<file path="config.mk">
export PLATFORM = sky130hd
export DESIGN_NAME = microsequencer_flat
export DESIGN_NICKNAME = d
export VERILOG_FILES = /design/src/rtl/microsequencer_pkg.sv /design/src/rtl/microsequencer_if.sv /design/src/rtl/microsequencer_state_encoder.sv /design/src/rtl/microsequencer.sv /design/src/flat_wrapper.sv
export SDC_FILE = /design/constraint.sdc
export NUM_CORES = 1
export LEC_CHECK = 0
export ABC_CLOCK_PERIOD_IN_PS = 2300
export CAP_MARGIN = 10
export CORE_MARGIN = 2
export CORE_UTILIZATION = 40
export CTS_BUF_LIST = sky130_fd_sc_hd__clkbuf_8
export DETAILED_ROUTE_END_ITERATION = 8
export GPL_ROUTABILITY_DRIVEN = 0
export PLACE_DENSITY = 0.95
export SKIP_CTS_REPAIR_TIMING = 1
export SYNTH_ARGS = -nofsm -noshare
export SYNTH_HDL_FRONTEND = slang
export SYNTH_SLANG_ARGS = --single-unit
</file>
<file path="constraint.sdc">
create_clock -name clk -period 2.3 [get_ports clk]
set_clock_uncertainty 0.1 [all_clocks]
set_input_delay 0.575 -clock clk [delete_from_list [all_inputs] [get_ports clk]]
set_output_delay 0.575 -clock clk [all_outputs]
set_load 0.02 [all_outputs]
</file>
<file path="src/rtl/microsequencer_pkg.sv">
// Shared constants for the microsequencer and the control unit: next-state
// select codes, fixed sequence entry points and instruction-decode targets.
package microsequencer_pkg;

  localparam int STATE_W_DEF     = 7;
  localparam int FETCH_STATE_DEF = 1;
  localparam int ERR_STATE_DEF   = 127;
  localparam int MOC_TIMEOUT_DEF = 15;

  typedef enum logic [2:0] {
    NS_ZERO     = 3'd0,
    NS_INC      = 3'd1,
    NS_DECODE   = 3'd2,
    NS_CR       = 3'd3,
    NS_MOC_WAIT = 3'd4,
    NS_COND     = 3'd5,
    NS_FETCH    = 3'd6,
    NS_HOLD     = 3'd7
  } ns_sel_e;

  // Entry states of each instruction-class microroutine
  localparam int ST_DP_SHIFT = 10;
  localparam int ST_DP_IMM   = 11;
  localparam int ST_LDR_IMM  = 20;
  localparam int ST_LDR_REG  = 21;
  localparam int ST_STR_IMM  = 30;
  localparam int ST_STR_REG  = 31;
  localparam int ST_B        = 40;
  localparam int ST_BL       = 41;

endpackage

</file>
<file path="src/rtl/microsequencer_if.sv">
// Control-unit side bundle of the microsequencer: next-state directives and
// condition inputs in, registered state code and timeout pulse out.
interface microsequencer_if #(
  parameter int STATE_W = 7
);
  logic [2:0]         ns_sel;
  logic [STATE_W-1:0] cr;
  logic               inv;
  logic               cond;
  logic               moc;
  logic [31:0]        ir;
  logic               cond_pass;
  logic [STATE_W-1:0] state;
  logic               timeout;

  modport master (
    output ns_sel, cr, inv, cond, moc, ir, cond_pass,
    input  state, timeout
  );

  modport slave (
    input  ns_sel, cr, inv, cond, moc, ir, cond_pass,
    output state, timeout
  );
endinterface

</file>
<file path="src/rtl/microsequencer_state_encoder.sv">
// Combinational IR-to-microroutine mapping used by the decode directive;
// a failed condition check sends the sequencer straight back to fetch.
module state_encoder
  import microsequencer_pkg::*;
#(
  parameter int STATE_W     = STATE_W_DEF,
  parameter int FETCH_STATE = FETCH_STATE_DEF
) (
  input  logic [31:0]        ir,
  input  logic               cond_pass,
  output logic [STATE_W-1:0] enc_state
);

  logic unused_ir;
  assign unused_ir = ^{ir[31:28], ir[23:21], ir[19:0]};

  // ir[20] selects load vs store, ir[24] selects branch-with-link
  always_comb begin
    enc_state = STATE_W'(FETCH_STATE);
    if (cond_pass) begin
      case (ir[27:25])
        3'b000:  enc_state = STATE_W'(ST_DP_SHIFT);
        3'b001:  enc_state = STATE_W'(ST_DP_IMM);
        3'b010:  enc_state = ir[20] ? STATE_W'(ST_LDR_IMM) : STATE_W'(ST_STR_IMM);
        3'b011:  enc_state = ir[20] ? STATE_W'(ST_LDR_REG) : STATE_W'(ST_STR_REG);
        3'b101:  enc_state = ir[24] ? STATE_W'(ST_BL) : STATE_W'(ST_B);
        default: enc_state = STATE_W'(FETCH_STATE);
      endcase
    end
  end

endmodule

</file>
<file path="src/rtl/microsequencer.sv">
// Microsequencer: next-state multiplexer, state register and MOC wait counter
// that step the control unit through its microroutines.
module microsequencer
  import microsequencer_pkg::*;
#(
  parameter int STATE_W     = STATE_W_DEF,
  parameter int FETCH_STATE = FETCH_STATE_DEF,
  parameter int ERR_STATE   = ERR_STATE_DEF,
  parameter int MOC_TIMEOUT = MOC_TIMEOUT_DEF
) (
  input  logic             clk,
  input  logic             reset,
  microsequencer_if.slave  bus
);

  localparam int CNT_W = (MOC_TIMEOUT < 1) ? 1 : $clog2(MOC_TIMEOUT + 1);

  ns_sel_e            ns_sel;
  logic [STATE_W-1:0] state_d, state_q;
  logic [STATE_W-1:0] state_inc;
  logic [STATE_W-1:0] enc_state;
  logic [CNT_W-1:0]   wait_cnt_d, wait_cnt_q;
  logic               timeout_d, timeout_q;

  assign ns_sel    = ns_sel_e'(bus.ns_sel);
  assign state_inc = state_q + STATE_W'(1);

  state_encoder #(
    .STATE_W     (STATE_W),
    .FETCH_STATE (FETCH_STATE)
  ) u_state_encoder (
    .ir        (bus.ir),
    .cond_pass (bus.cond_pass),
    .enc_state (enc_state)
  );

  // The wait counter only survives cycles that hold state under NS_MOC_WAIT
  always_comb begin
    state_d    = state_q;
    wait_cnt_d = '0;
    timeout_d  = 1'b0;
    case (ns_sel)
      NS_ZERO:   state_d = '0;
      NS_INC:    state_d = state_inc;
      NS_DECODE: state_d = enc_state;
      NS_CR:     state_d = bus.cr;
      NS_MOC_WAIT: begin
        if (bus.moc) begin
          state_d = state_inc;
        end else if (wait_cnt_q == CNT_W'(MOC_TIMEOUT)) begin
          state_d   = STATE_W'(ERR_STATE);
          timeout_d = (state_q != STATE_W'(ERR_STATE));
        end else begin
          wait_cnt_d = wait_cnt_q + CNT_W'(1);
        end
      end
      NS_COND:   state_d = (bus.cond ^ bus.inv) ? bus.cr : state_inc;
      NS_FETCH:  state_d = STATE_W'(FETCH_STATE);
      NS_HOLD:   state_d = state_q;
      default:   state_d = state_q;
    endcase
  end

  always_ff @(posedge clk or posedge reset) begin
    if (reset) begin
      state_q    <= '0;
      wait_cnt_q <= '0;
      timeout_q  <= 1'b0;
    end else begin
      state_q    <= state_d;
      wait_cnt_q <= wait_cnt_d;
      timeout_q  <= timeout_d;
    end
  end

  assign bus.state   = state_q;
  assign bus.timeout = timeout_q;

endmodule

</file>
<file path="src/flat_wrapper.sv">
// flat-port wrapper written by rule: the top's interface ports become plain ports
module microsequencer_flat import microsequencer_pkg::*;
#(
  parameter int STATE_W     = STATE_W_DEF,
  parameter int FETCH_STATE = FETCH_STATE_DEF,
  parameter int ERR_STATE   = ERR_STATE_DEF,
  parameter int MOC_TIMEOUT = MOC_TIMEOUT_DEF
)
  (clk, reset, bus_ns_sel, bus_cr, bus_inv, bus_cond, bus_moc, bus_ir, bus_cond_pass, bus_state, bus_timeout);
  microsequencer_if #(.STATE_W(STATE_W)) bus_i ();
  input  logic clk;
  input  logic reset;
  input wire logic [$bits(bus_i.ns_sel)-1:0] bus_ns_sel;
  input wire logic [$bits(bus_i.cr)-1:0] bus_cr;
  input wire logic [$bits(bus_i.inv)-1:0] bus_inv;
  input wire logic [$bits(bus_i.cond)-1:0] bus_cond;
  input wire logic [$bits(bus_i.moc)-1:0] bus_moc;
  input wire logic [$bits(bus_i.ir)-1:0] bus_ir;
  input wire logic [$bits(bus_i.cond_pass)-1:0] bus_cond_pass;
  output wire logic [$bits(bus_i.state)-1:0] bus_state;
  output wire logic [$bits(bus_i.timeout)-1:0] bus_timeout;
  assign bus_i.ns_sel = bus_ns_sel;
  assign bus_i.cr = bus_cr;
  assign bus_i.inv = bus_inv;
  assign bus_i.cond = bus_cond;
  assign bus_i.moc = bus_moc;
  assign bus_i.ir = bus_ir;
  assign bus_i.cond_pass = bus_cond_pass;
  assign bus_state = bus_i.state;
  assign bus_timeout = bus_i.timeout;
  microsequencer #(.STATE_W(STATE_W), .FETCH_STATE(FETCH_STATE), .ERR_STATE(ERR_STATE), .MOC_TIMEOUT(MOC_TIMEOUT)) u_core (.clk(clk), .reset(reset), .bus(bus_i));
endmodule
</file>
# Yosys cells after proc, flatten, opt, wreduce, memory -nomap -nowiden
# Index checks and enable logic that the tools add are counted.
# op_classes
eq_ne,14
mux,15
bitwise_logic,2
n_reduce_logical,3
addsub,2
# ops
cell,n
7-bit one-hot mux with 7 select lines,1
6-bit one-hot mux with 5 select lines,1
7-bit 2-to-1 mux,3
4-bit 2-to-1 mux,5
3-bit equality test (second input constant),5
3-bit by 2-bit equality test with 1-bit output (second input constant),4
7-bit by 1-bit adder with 7-bit output (second input constant),1
7-bit inequality test (second input constant),1
3-bit by 1-bit equality test with 1-bit output (second input constant),2
3-bit logical NOT,2
6-bit 2-to-1 mux,1
4-bit by 1-bit adder with 4-bit output (second input constant),1
4-bit equality test (second input constant),1
1-bit 2-to-1 mux,4
3-bit by 2-bit inequality test with 1-bit output (second input constant),1
2-bit AND reduction,1
1-bit inverter,1
1-bit bitwise XOR,1
# totals
wordCells,39
register_bits,12

# Depth between registers and ports, before layout
# depth
ltp_word,4
mapped_depth,6

# Cells and area by module
# Synthesis repeated with hierarchy kept, for this count alone.
# unflattened
cells_unflattened,114
area_unflattened_um2,980.9
# modules_own_cells
module,seq_area_each_um2,area_per_inst_um2,cells_each,n_inst
microsequencer,300.3,899.6,100,1
state_encoder,0.0,81.3,14,1

# Worst setup path after synthesis
# OpenSTA, ideal clock, no wires.
# synth_timing
path_kind,in2reg
start,in bus_ns_sel[1]
end,"reg u_core.state_q[5], in the netlist u_core.bus.state[5]"
slack_ps,369
cell_stages,5
arrival_time_ps,1692
n_path_buf,1
required_ps,2061
cell_sequence,or4b_1 > buf_6 > o211ai_4 > or2b_1 > o221ai_1
# synth_via
elab_chain_cells,3
word_cells_on_any_way,12
classes_between,eq/ne (8); mux (1); bitwise (1); reduce/logical (2)
# synth_lines
element,line_no,source
"start, declared",flat_wrapper.sv:13,input wire logic [$bits(bus_i.ns_sel)-1:0] bus_ns_sel;
3-bit equality test,microsequencer.sv:42,case (ns_sel)
3-bit by 2-bit inequality test with 1-bit output (no line) or 1-bit inverter (tied branches),n/a,
2-bit AND reduction (no line),n/a,
"end signal, assigned",microsequencer.sv:70,state_q <= state_d;
"end, declared",microsequencer.sv:19,"logic [STATE_W-1:0] state_d, state_q;"
# Parallel ways exist; a longest one is shown, timed or not.
# A chain may end at the register's enable or synchronous reset.

# Final worst setup path
# layout_timing
start,in bus_ns_sel[1]
end,"reg u_core.state_q[0], in the netlist u_core.bus.state[0]"
# The elaborated chain is that of the path after synthesis.

==> metrics.cfg <==
[synth]
yosys.cell_types.count = 39
synth_nets = 163
avgSynthCellArea_um2 = 8.48
synth_edf_count = 0
synth_top_flop_cell = dfrtp_1
ys_warn_count = 0
ys_ff_latch = 12
seq_area_frac_synth_pct = 31.3
synthArstFlopShare_pct = 100
synth_area_um2 = 958
synth_cells = 113

[power]
p_seq_share_pct = 38.6
p_clk_share_pct = 28.0
ir_drop_mv = 0.448
p_sw_share_pct = 30.6
p_per_area_nw_per_um2 = 493
p_leak_nw = 0.530
p_int_w = 0.000464
p_switching_w = 0.000204
p_total_w = 0.000668
p_comb_share_pct = 33.4

[global_route]
grt-busiest-layer = met2
antenna_found_initial = 0
grt_start_max_net_pins = 20
grt_pass1_vias = 898
grtUsageMet2_pct = 34.6
grt_use_met3_pct = 4.52
grt_pass1_wl_um = 3960
grt_use_total_pct = 19.3
gr-total-overflow = 0
grtUsageMet1_pct = 23.3

[floorplanning]
num_io_pins = 56
dieHeight_um = 53.0
core.rowCount = 17
start_util_pct = 42.9
die_area_um2 = 2800
coreArea_um2 = 2230
chipWidth_um = 53.0

[sta]
final-setup-viol-count = 0
tightest_slew_ps = 463
drv_slew = 0
setup_slack_ps = 132
setup_tns_ps = 0
finalHoldViolCount = 0
fmax_mhz = 461
slew_headroom_pct = 69.0
period_share_pct = 94.3
rsz0062_at_grt = false
period_minus_slack_ps = 2170

[cts]
cts_tree = yes
cts.reportedPaths.clkPinSlew_ps = 50
cts_buffer_depth = 2
clk_latency_ps = 240
cts_buffers = 3
cts_num_sinks = 12
htreeDepth = 1
root_buffer = clkbuf_8

[placed_design]
io_buffers = 28
place_ws_ps = -129
dp_hpwl_um = 1950

[drt]
via_count = 1013
wirelength_um = 2480
dr.pass1.iters = 4
post_drt_wl_per_cell_um = 14.1
detail-route-antenna-nets = 0
drcViolationCount = 0
first_iter_violations = 26
viasPerCell = 5.76

[cells_and_area]
fin_nets = 200
diodes = 0
final_layout_size_suffix_gt1_share_pct = 9.46
layout_common_cells = 28 x clkdlybuf4s50_1, 12 x dfrtp_1, 10 x nand2_1, 10 x o21ai_0, 9 x buf_4
area_growth_pct = 41.3
final_common_cell = clkdlybuf4s50_1
utilization_pct = 60.6

[min_path]
hp-class = reg2reg

[status]
outcome = finished clean

[job]
drv_cap = 0

[critical_path]
crit_path_end_kind = flip-flop
worst-endpoint-required_ps = 2350
critPathLaunchType = primary input
criticalPathCategory = in2reg
critPathArrivalTime_ps = 2220
crit_fanout = 6

-- metal layers --
metal | vias to the layer above | wire [um]
li1 | 501 | -
met1 | 479 | 1010
met2 | 31 | 1340
met3 | 2 | 126
met4 | 0 | 10
met5 | - | 0
-- critical path, cell delays in order --
cell and delay, ps:
clkdlybuf4s50_1 410, or4b_1 600, buf_4 200, o21ai_4 230, a22oi_1 110, o21ai_0 90
-- kinds of logic (layout without fill, tap and decap cells) --
| kind of cell | count (synthesis) | in the layout | synth area share, % |
|---|---|---|---|
| fa+ha+maj | 2 | 2 | 2.61 |
| simple gates | 43 | 43 | 24.2 |
| mux | 1 | 1 | 1.04 |
| flops | 12 | 12 | 31.3 |
| compound gates | 37 | 37 | 28.6 |
| xor+xnor | 8 | 8 | 7.31 |
| buf+inv | 10 | 45 | 4.96 |
-- synth_stat cells, types with 2 or more instances --
cell type | count | area, um2
a211oi_1 | 4 | 30.0
or3_1 | 2 | 12.5
nand2_1 | 10 | 37.5
o21ai_0 | 10 | 50.1
xor2_1 | 3 | 26.3
a22oi_1 | 4 | 30.0
a21oi_1 | 3 | 15.0
buf_2 | 2 | 10.0
a221oi_1 | 2 | 17.5
o211ai_1 | 2 | 15.0
o221ai_1 | 2 | 17.5
o31ai_1 | 2 | 15.0
dfrtp_1 | 12 | 300
nor2b_1 | 3 | 18.8
nor2_1 | 5 | 18.8
nand2b_1 | 3 | 18.8
inv_1 | 5 | 18.8
ha_1 | 2 | 25.0
xnor2_1 | 5 | 43.8
a31oi_1 | 2 | 12.5
nor3_1 | 6 | 30.0
nand3_1 | 7 | 35.0
-- sequential cells by signal, indices dropped and copies added (netlist names) --
| signal | count |
|---|---|
| u_core.bus.state | 7 |
| u_core.bus.timeout | 1 |
| u_core.wait_cnt_q | 4 |
-- stage by stage --
stage	hold slack [ps]	cells	area (um2)
2_1_floorplan	330	113	958
3_3_place_gp	342	173	1310
3_5_place_dp	354	173	1310
4_1_cts	377	176	1350
5_1_grt	384	176	1350
6_report	378	176	1350
-- layout make-up --
| type | instances | area [um2] |
|---|---|---|
| inverters | 5 | 18.8 |
| repair buffers | 37 | 348 |
| fillers | 209 | 880 |
| multi-input cells | 91 | 611 |
| well taps | 28 | 35.0 |
| flip-flops and latches | 12 | 300 |
| clock buffers | 3 | 41.3 |
-- worst paths after layout --
check	end	cells past startpoint	slack [ps]	from
worst max-delay path	u_core.bus.state[0]$_DFFE_PP0P_	6	130	bus_ns_sel[1]
worst min-delay path	u_core.wait_cnt_q[0]$_DFF_PP0_	1	380	u_core.wait_cnt_q[0]$_DFF_PP0_
worst max register to register	u_core.bus.state[5]$_DFFE_PP0P_	5	630	u_core.wait_cnt_q[0]$_DFF_PP0_
worst min register to register	u_core.wait_cnt_q[0]$_DFF_PP0_	1	380	u_core.wait_cnt_q[0]$_DFF_PP0_
max in group asynchronous	u_core.wait_cnt_q[2]$_DFF_PP0_	2	1230	reset
min in group asynchronous	u_core.bus.state[6]$_DFFE_PP0P_	2	550	reset
-- power by group through the flow --
stage,sequential [W],clock (W),combinational (W)
floorplan,0.000279,0,0.0000934
global placement,0.000260,0,0.000216
detailed placement,0.000261,0,0.000223
CTS,0.000257,0.000194,0.000224
global route,0.000262,0.000204,0.000243
finish,0.000258,0.000187,0.000223
Power figures use the tool's default switching activity.
